==> src/rtl/serial_link_if.sv <==
// serial_link_if
//   CPU-side register bus of the link-cable serial port (SB at 0xFF01,
//   SC at 0xFF02).
//   sb_we  : SB write strobe, one cycle
//   sc_we  : SC write strobe, one cycle
//   wdata  : write data shared by both strobes
//   sb     : SB readback
//   sc     : SC readback {start, 6'b111111, clk_sel}
//   master : CPU / bus decoder side
//   slave  : serial engine side
interface serial_link_if;
  logic       sb_we;
  logic       sc_we;
  logic [7:0] wdata;
  logic [7:0] sb;
  logic [7:0] sc;

  modport master (
    output sb_we,
    output sc_we,
    output wdata,
    input  sb,
    input  sc
  );

  modport slave (
    input  sb_we,
    input  sc_we,
    input  wdata,
    output sb,
    output sc
  );
endinterface

==> src/rtl/serial_link.sv <==
// serial_link
//   Game Boy link-cable serial engine. Owns SB/SC and runs the 8-bit
//   full-duplex exchange: SB goes out MSB-first on serial_out while the
//   bits sampled from serial_in are shifted into SB. The serial clock is
//   generated internally (CLK_DIV cpu cycles per period) or taken from
//   the link partner through a synchronizer.
//
//   CLK_DIV        : cpu cycles per internal SCK period, even and >= 4
//   clk, rst       : cpu clock, synchronous active-high reset
//   bus            : register bus (serial_link_if.slave)
//   serial_in      : SIN pin, asynchronous
//   serial_clk_in  : SCK from partner, asynchronous
//   serial_out     : SO pin
//   serial_clk_out : internally generated SCK (idles high)
//   serial_clk_oe  : SCK output enable (SC bit 0)
//   serial_int     : one-cycle pulse when a transfer completes
//
//   state     | meaning
//   ----------+------------------------------------------------
//   IDLE      | no transfer; SB/SC writable, SO and SCK high
//   SHIFT_INT | transfer clocked by the internal divider
//   SHIFT_EXT | transfer clocked by synchronized partner SCK
module serial_link #(
  parameter int CLK_DIV = 512
) (
  input  logic          clk,
  input  logic          rst,
  serial_link_if.slave  bus,
  input  logic          serial_in,
  input  logic          serial_clk_in,
  output logic          serial_out,
  output logic          serial_clk_out,
  output logic          serial_clk_oe,
  output logic          serial_int
);

  localparam int DIV_W = $clog2(CLK_DIV);
  localparam logic [DIV_W-1:0] HALF_M1 = DIV_W'(CLK_DIV / 2 - 1);
  localparam logic [DIV_W-1:0] LAST    = DIV_W'(CLK_DIV - 1);

  typedef enum logic [1:0] {
    IDLE      = 2'd0,
    SHIFT_INT = 2'd1,
    SHIFT_EXT = 2'd2
  } state_t;

  state_t           state;
  logic [7:0]       sb_q;
  logic             start_q;
  logic             clk_sel;
  logic [2:0]       bit_cnt;
  logic [DIV_W-1:0] div;

  logic sin_s1, sin_s2;
  logic sck_s1, sck_s2, sck_s3;

  logic sck_rise, sck_fall;
  logic shift_evt, fall_evt;
  logic sb_load;

  assign sck_rise = sck_s2 & ~sck_s3;
  assign sck_fall = ~sck_s2 & sck_s3;

  // Internal SCK rises when the divider steps onto CLK_DIV/2 and falls
  // when it wraps back to 0, so events are decoded from the value held
  // just before that step.
  assign shift_evt = ((state == SHIFT_INT) && (div == HALF_M1)) ||
                     ((state == SHIFT_EXT) && sck_rise);
  assign fall_evt  = ((state == SHIFT_INT) && (div == LAST)) ||
                     ((state == SHIFT_EXT) && sck_fall);

  // SB is only writable between transfers.
  assign sb_load = bus.sb_we && (state == IDLE);

  assign bus.sb        = sb_q;
  assign bus.sc        = {start_q, 6'b111111, clk_sel};
  assign serial_clk_oe = clk_sel;

  always_ff @(posedge clk) begin
    if (rst) begin
      state          <= IDLE;
      sb_q           <= 8'h00;
      start_q        <= 1'b0;
      clk_sel        <= 1'b0;
      bit_cnt        <= 3'd0;
      div            <= '0;
      serial_out     <= 1'b1;
      serial_clk_out <= 1'b1;
      serial_int     <= 1'b0;
      sin_s1         <= 1'b1;
      sin_s2         <= 1'b1;
      sck_s1         <= 1'b1;
      sck_s2         <= 1'b1;
      sck_s3         <= 1'b1;
    end else begin
      sin_s1     <= serial_in;
      sin_s2     <= sin_s1;
      sck_s1     <= serial_clk_in;
      sck_s2     <= sck_s1;
      sck_s3     <= sck_s2;
      serial_int <= 1'b0;

      if (bus.sc_we) begin
        clk_sel <= bus.wdata[0];
        div     <= '0;
        bit_cnt <= 3'd0;
        if (sb_load) begin
          sb_q <= bus.wdata;
        end
        if (bus.wdata[7]) begin
          // Start or restart. A same-cycle SB load is what gets sent.
          start_q        <= 1'b1;
          state          <= bus.wdata[0] ? SHIFT_INT : SHIFT_EXT;
          serial_clk_out <= ~bus.wdata[0];
          serial_out     <= sb_load ? bus.wdata[7] : sb_q[7];
        end else begin
          // Abort (or plain clk_sel update when idle): SB keeps whatever
          // has been shifted so far and no interrupt is raised.
          start_q        <= 1'b0;
          state          <= IDLE;
          serial_clk_out <= 1'b1;
          serial_out     <= 1'b1;
        end
      end else begin
        if (sb_load) begin
          sb_q <= bus.wdata;
        end

        if (state == SHIFT_INT) begin
          div <= (div == LAST) ? '0 : div + DIV_W'(1);
          if (div == HALF_M1) begin
            serial_clk_out <= 1'b1;
          end else if (div == LAST) begin
            serial_clk_out <= 1'b0;
          end
        end

        if (shift_evt) begin
          sb_q    <= {sb_q[6:0], sin_s2};
          bit_cnt <= bit_cnt + 3'd1;
          if (bit_cnt == 3'd7) begin
            state          <= IDLE;
            start_q        <= 1'b0;
            serial_int     <= 1'b1;
            serial_out     <= 1'b1;
            serial_clk_out <= 1'b1;
            div            <= '0;
          end
        end else if (fall_evt) begin
          serial_out <= sb_q[7];
        end
      end
    end
  end

endmodule

==> src/flat_wrapper.sv <==
// flat-port wrapper written by rule: the top's interface ports become plain ports
module serial_link_flat 
#(
  parameter int CLK_DIV = 512
)
  (clk, rst, serial_in, serial_clk_in, serial_out, serial_clk_out, serial_clk_oe, serial_int, bus_sb_we, bus_sc_we, bus_wdata, bus_sb, bus_sc);
  serial_link_if bus_i ();
  input  logic clk;
  input  logic rst;
  input  logic serial_in;
  input  logic serial_clk_in;
  output logic serial_out;
  output logic serial_clk_out;
  output logic serial_clk_oe;
  output logic serial_int;
  input wire logic [$bits(bus_i.sb_we)-1:0] bus_sb_we;
  input wire logic [$bits(bus_i.sc_we)-1:0] bus_sc_we;
  input wire logic [$bits(bus_i.wdata)-1:0] bus_wdata;
  output wire logic [$bits(bus_i.sb)-1:0] bus_sb;
  output wire logic [$bits(bus_i.sc)-1:0] bus_sc;
  assign bus_i.sb_we = bus_sb_we;
  assign bus_i.sc_we = bus_sc_we;
  assign bus_i.wdata = bus_wdata;
  assign bus_sb = bus_i.sb;
  assign bus_sc = bus_i.sc;
  serial_link #(.CLK_DIV(CLK_DIV)) u_core (.clk(clk), .rst(rst), .bus(bus_i), .serial_in(serial_in), .serial_clk_in(serial_clk_in), .serial_out(serial_out), .serial_clk_out(serial_clk_out), .serial_clk_oe(serial_clk_oe), .serial_int(serial_int));
endmodule
==> config.mk <==
export PLATFORM = sky130hd
export DESIGN_NAME = serial_link_flat
export DESIGN_NICKNAME = d
export VERILOG_FILES = /design/src/rtl/serial_link_if.sv /design/src/rtl/serial_link.sv /design/src/flat_wrapper.sv
export SDC_FILE = /design/constraint.sdc
export NUM_CORES = 1
export LEC_CHECK = 0
export BUFFER_PORTS_ARGS = -buffer_cell sky130_fd_sc_hd__buf_2
export CAP_MARGIN = 10
export CORE_MARGIN = 1
export CORE_UTILIZATION = 35
export DETAILED_ROUTE_END_ITERATION = 10
export PLACE_DENSITY = 0.64
export SLEW_MARGIN = 0
export SYNTH_ARGS = -nofsm -noshare
export SYNTH_HDL_FRONTEND = slang
export SYNTH_SLANG_ARGS = --single-unit
==> constraint.sdc <==
create_clock -name clk -period 2.4 [get_ports clk]
set_input_delay 0.12 -clock clk [delete_from_list [all_inputs] [get_ports clk]]
set_output_delay 0.12 -clock clk [all_outputs]
set_load 0.02 [all_outputs]
======== Word-level counts from Yosys, hierarchy flattened ========
Cells that the tools add are included.
word-level totals
  bits in registers ....................... 32
  bits in latches ......................... 0
  memory bits (writable) .................. 0
  ROM bits ................................ 0
  input bits .............................. 14
  output and inout port bits .............. 20
  logic and storage cells ................. 73
  memories ................................ 0
operators by class
  add/sub/neg operators ................... 2
  multipliers ............................. 0
  divide/modulo/power cells ............... 0
  order comparisons ....................... 0
  equal/unequal tests ..................... 6
  shifts and indexed selects .............. 0
  muxes and demuxes ....................... 30
  bitwise gates (word level) .............. 6
  reduce and logical (&&, ||, !) cells .... 15
operators by type and width
  kind                                                                    count
  9-bit two-way mux                                                       4
  8-bit two-way mux                                                       3
  1-bit two-way mux                                                       18
  2-bit two-way mux                                                       5
  9-bit by 1-bit adder with 9-bit output (second input constant)          1
  9-bit by 8-bit equality test with 1-bit output (second input constant)  1
  9-bit equality test (second input constant)                             1
  1-bit logical AND                                                       5
  1-bit NOT                                                               4
  2-bit AND reduction                                                     2
  2-bit nonzero test                                                      2
  3-bit by 1-bit adder with 3-bit output (second input constant)          1
  3-bit equality test (second input constant)                             1
  3-bit != test (second input constant)                                   1
  3-bit nonzero test                                                      1
  3-bit OR reduction                                                      1
  1-bit AND                                                               2
  2-bit by 1-bit equality test with 1-bit output (second input constant)  1
  2-bit equality test (second input constant)                             1
  2-bit zero test                                                         1
  1-bit logical OR                                                        2
  2-bit OR reduction                                                      1

======== Depth between registers and ports, before layout ========
  depth after elaboration ................. 7
  mapped depth ............................ 6
  mapped depth without buffers ............ 5

======== Worst setup path after synthesis ========
No wires, ideal clock.
  path type ............................... reg-to-reg
  start ................................... reg u_core.div[0]
  end ..................................... reg u_core.serial_out
  library setup time ...................... 0.122 ns
  arrival time ............................ 1.565 ns
  setup slack ............................. 0.712 ns
  cell stages (with the launch flop) ...... 6
  buffers on the path ..................... 0
  cell sequence ........................... dfxtp_1 ha_1 nand3b_2 o41a_1 o2111a_1 a311o_1
on the way
  longest elaborated chain between the ends .. 5
  elaborated cells on any way between the ends .. 11
RTL lines
  element                                                                                RTL line                              text
  start, declared                                                                        serial_link.sv:52                     logic [DIV_W-1:0] div;
  start signal, assigned                                                                 serial_link.sv:130                    div <= (div == LAST) ? '0 : div + DIV_W'(1);
  9-bit by 8-bit equality test with 1-bit output or 9-bit equality test (tied branches)  serial_link.sv:67, serial_link.sv:69
  1-bit logical AND (on tied branches)                                                   serial_link.sv:67, serial_link.sv:69
  1-bit logical OR (on tied branches)                                                    serial_link.sv:67, serial_link.sv:69
  3-bit != test (no source line), or another cell as far along                           --
  2-bit AND reduction (no source line) or 1-bit two-way mux (tied branches)              --
  end signal, assigned                                                                   serial_link.sv:115                    serial_out <= sb_load ? bus.wdata[7] : sb_q[7];
  end signal, assigned                                                                   serial_link.sv:150                    serial_out <= sb_q[7];
  end, declared                                                                          serial_link.sv:31                     output logic serial_out,
Several ways; a longest one is shown, not always the timed one.
A chain may end at the register's enable or synchronous reset.

======== Worst setup path in the final report ========
  start ................................... reg u_core.div[0]
  end ..................................... reg u_core.state[0]
on the way
  longest elaborated chain between the ends .. 5
RTL lines
  element                                         RTL line            text
  9-bit by 8-bit equality test with 1-bit output  serial_link.sv:67   assign shift_evt = ((state == SHIFT_INT) && (div == HALF_M1)) ||
  1-bit logical AND                               serial_link.sv:67
  1-bit logical OR                                serial_link.sv:67
  2-bit nonzero test (no source line)             --
  2-bit AND reduction (no source line)            --
  end signal, assigned                            serial_link.sv:113  state <= bus.wdata[0] ? SHIFT_INT : SHIFT_EXT;
  end, declared                                   serial_link.sv:47   state_t state;
No other way between the ends.

==> results.md <==
* Outcome: finished clean
* Nets at 201
* CP Cell Sequence: ha_1 -> nand3b_2 -> o41ai_2 -> a21oi_1 -> a22o_1
* Worst relative slew slack at 64.1%
* Placed insts at 227
* Reg clk slew, reported paths at 0.07 ns
* Critical path depth in cells at 5
* Final ANT Viol Nets at 0
* Register Area at 641 um2
* Cell Pwr Density at 679 nW/um2
* Hold Path Cell Cnt at 2
* Average size of a mapped cell at 9.43 um2
* Grt ovf at 0
* Met3 Usage GRT at 6.08%
* DR vias/cell at 5.09
* DR vias at 1,195
* Largest net degree at the start of global routing at 23
* Diodes inserted at 0
* Crit path max-delay family: compound AO/OA/AOI/OAI gates
* I/O Buffers at 27
* Yosys warns at 0
* Crit Path Category: register to register
* HP Class: input port to register
* CTS tree: built
* Clock Tree Buf Depth at 2
* IO Count at 34
* Crit start category: register
* Clk_skew at 0.00535 ns
* Post-CTS Setup Bufs at 0
* Power, Total at 1.19 mW
* Detail Placement HPWL at 2100 um
* Fin cells at 235
* Worst hold path startpoint: serial_in
* FF+latch count, synth at 32
* Final setup vio count at 0
* DRC viols at 0
* CP max stage delay at 0.51 ns
* Unique masters post-synth at 43
* Crit end category: register
* Die height at 67.4 um
* Met1 global-route usage at 18.3%
* GRT Resource Usage Total at 15.4%
* Root Driver: clkbuf_8
* WHS Endpoint: u_core.sin_s1$_SDFF_PP1_
* Post-cts resize count at 0
* Max-Cap Viols at 0
* Initial antenna violation count at 0
* Setup TNS at 0 ns
* Clock sink total at 32
* Die area at 4550 um2
* Fin crit share at 77.6%
* WP buf/inv at 0
* CTS Buf Count at 5
* Area growth from synthesis to layout at 16.8%
* Layout fillers at 406
* Largest area contributor in the netlist: dfxtp_1
* Post-Syn Area at 1500 um2
* H-tree levels at 2
* Global-route wire length before repair at 5010 um
* Area of the multi-input gates at 774 um2
* Row count at 23
* Critical Path AT at 2.04 ns
* RSZ-0062 raised after global routing: false
* Measured slew at the worst slew-check pin at 0.538 ns
* R2R cell count at 5
* Worst R2R End: u_core.state[0]$_SDFFE_PP0P_
* RR Startpoint: u_core.div[0]$_SDFF_PP0_
* Register area share after synthesis at 42.7%
* WL/cell at 12.6 um
* Clk Latency, worst-skew pair at 0.28 ns
* Top cell type's share of synthesized area at 42.7%
* Hold WS at 0.0136 ns
* Crit path time final at 1.86 ns
* R2R setup slack at 0.54 ns
* Share of cells above drive strength 1 at 24.3%
* Die width at 67.4 um
* Peak VDD IR at 305 uV
* M2 GR Usage at 23.6%
* Asr flop ratio synth at 0%
* Hold Buf Count CTS at 0
* Slowest CP cell: o41ai_2
* CP Max Fanout at 7
* Top FF cell, synth: dfxtp_1
* Worst Path Required at 2.58 ns
* Busiest grt layer: met2
* Initial Util at 36.9%
* Core ar. at 4060 um2
* Final Routed Wirelength at 2950 um
* Leak at 0.744 nW
* Vias in the first global route at 1,110
* Starting DRC count in detailed routing at 35
* Count of final max-slew check failures at 0
* EDFF count, synth at 0
* Cell count after synthesis at 159
* Gpl congestion at 0.743
* Fin. Hold Viols at 0
* Synth top area cells: dfxtp_1 43%, mux2i_1 6.0%, o311a_1 5.3%, buf_4 4.0%, nor2_1 3.5%
* F_max at 537 MHz
* Drt pass-1 iters at 4
per-layer routing:
metal | vias to the layer above | wire [um]
met4 | 0 | 66
met1 | 558 | 1380
met5 | - | 0
met2 | 22 | 1350
met3 | 6 | 156
li1 | 609 | -
sequential cells by signal (all words and copies together) (netlist names), 2 cells and up:
register	cells
u_core.div	9
u_core.bit_cnt	3
u_core.state	2
u_core.bus.sb	8
stage by stage:
stage	util [%]	area [um2]	worst slack, ns
2_1_floorplan	-	1520	0.712
3_3_place_gp	40.5	1640	0.571
3_5_place_dp	40.5	1640	0.521
4_1_cts	43.1	1750	0.511
5_1_grt	43.1	1750	0.312
6_report	43.1	1750	0.537
logic make-up after synthesis:
| kind of cell | synth area share (%) |
|---|---|
| AND/OR/NAND/NOR | 20.2 |
| AO/OA/AOI/OAI | 16.8 |
| flip-flops | 42.7 |
| buffers and inverters | 6.84 |
| multiplexers | 6.01 |
| XOR/XNOR | 4.67 |
| adder cells (fa/ha/maj) | 2.50 |
| other | 0.250 |
power breakdown:
part	internal, mW	switching (mW)
Sequential	0.550	0.0123
Clock	0.308	0.196
Combinational	0.0512	0.0711
Total	0.909	0.279
worst max path at each step:
stage / from / end / slack (ns)
2_1_floorplan: u_core.div[0]$_SDFF_PP0_ / u_core.serial_out$_SDFFE_PP1P_ / 0.71
4_1_cts: u_core.div[0]$_SDFF_PP0_ / u_core.state[0]$_SDFFE_PP0P_ / 0.51
6_report: u_core.div[0]$_SDFF_PP0_ / u_core.state[0]$_SDFFE_PP0P_ / 0.54
3_5_place_dp: u_core.div[0]$_SDFF_PP0_ / u_core.state[0]$_SDFFE_PP0P_ / 0.52
3_3_place_gp: u_core.div[0]$_SDFF_PP0_ / u_core.state[0]$_SDFFE_PP0P_ / 0.57
5_1_grt: u_core.div[0]$_SDFF_PP0_ / u_core.state[0]$_SDFFE_PP0P_ / 0.31
worst reg2reg max path: stages (launching register included):
cell	delay [ns]
dfxtp_1	0.37
ha_1	0.23
nand3b_2	0.13
o41ai_2	0.51
a21oi_1	0.28
a22o_1	0.24
cells in the final DEF (no fill, tap or decap), types with 6 or more instances in the layout:
master / instances
buf_2: 27
conb_1: 6
mux2i_1: 9
o311a_1: 8
or2_2: 6
nor2_1: 14
o21ai_1: 8
nand2_1: 10
dfxtp_1: 32
Yosys cell counts, drive strengths merged (3+ instances only):
library cell / number
dfxtp: 32
nor2: 14
buf: 12
nand2: 10
mux2i: 9
o21ai: 9
o311a: 8
or2: 6
clkbuf: 5
nand4: 5
xnor2: 4
xor2: 4
a21oi: 3
ha: 3
nand3: 3
nor3: 3
final cells by class:
cell class	instances	area share, %
sequential	32	36.6
clock inverter	2	2.00
tap	50	3.57
multi-input combinational	113	44.2
clock buffer	6	4.15
inverter	2	0.429
timing repair buffer	30	9.01
Note: power is estimated with default switching activity, not from simulation.
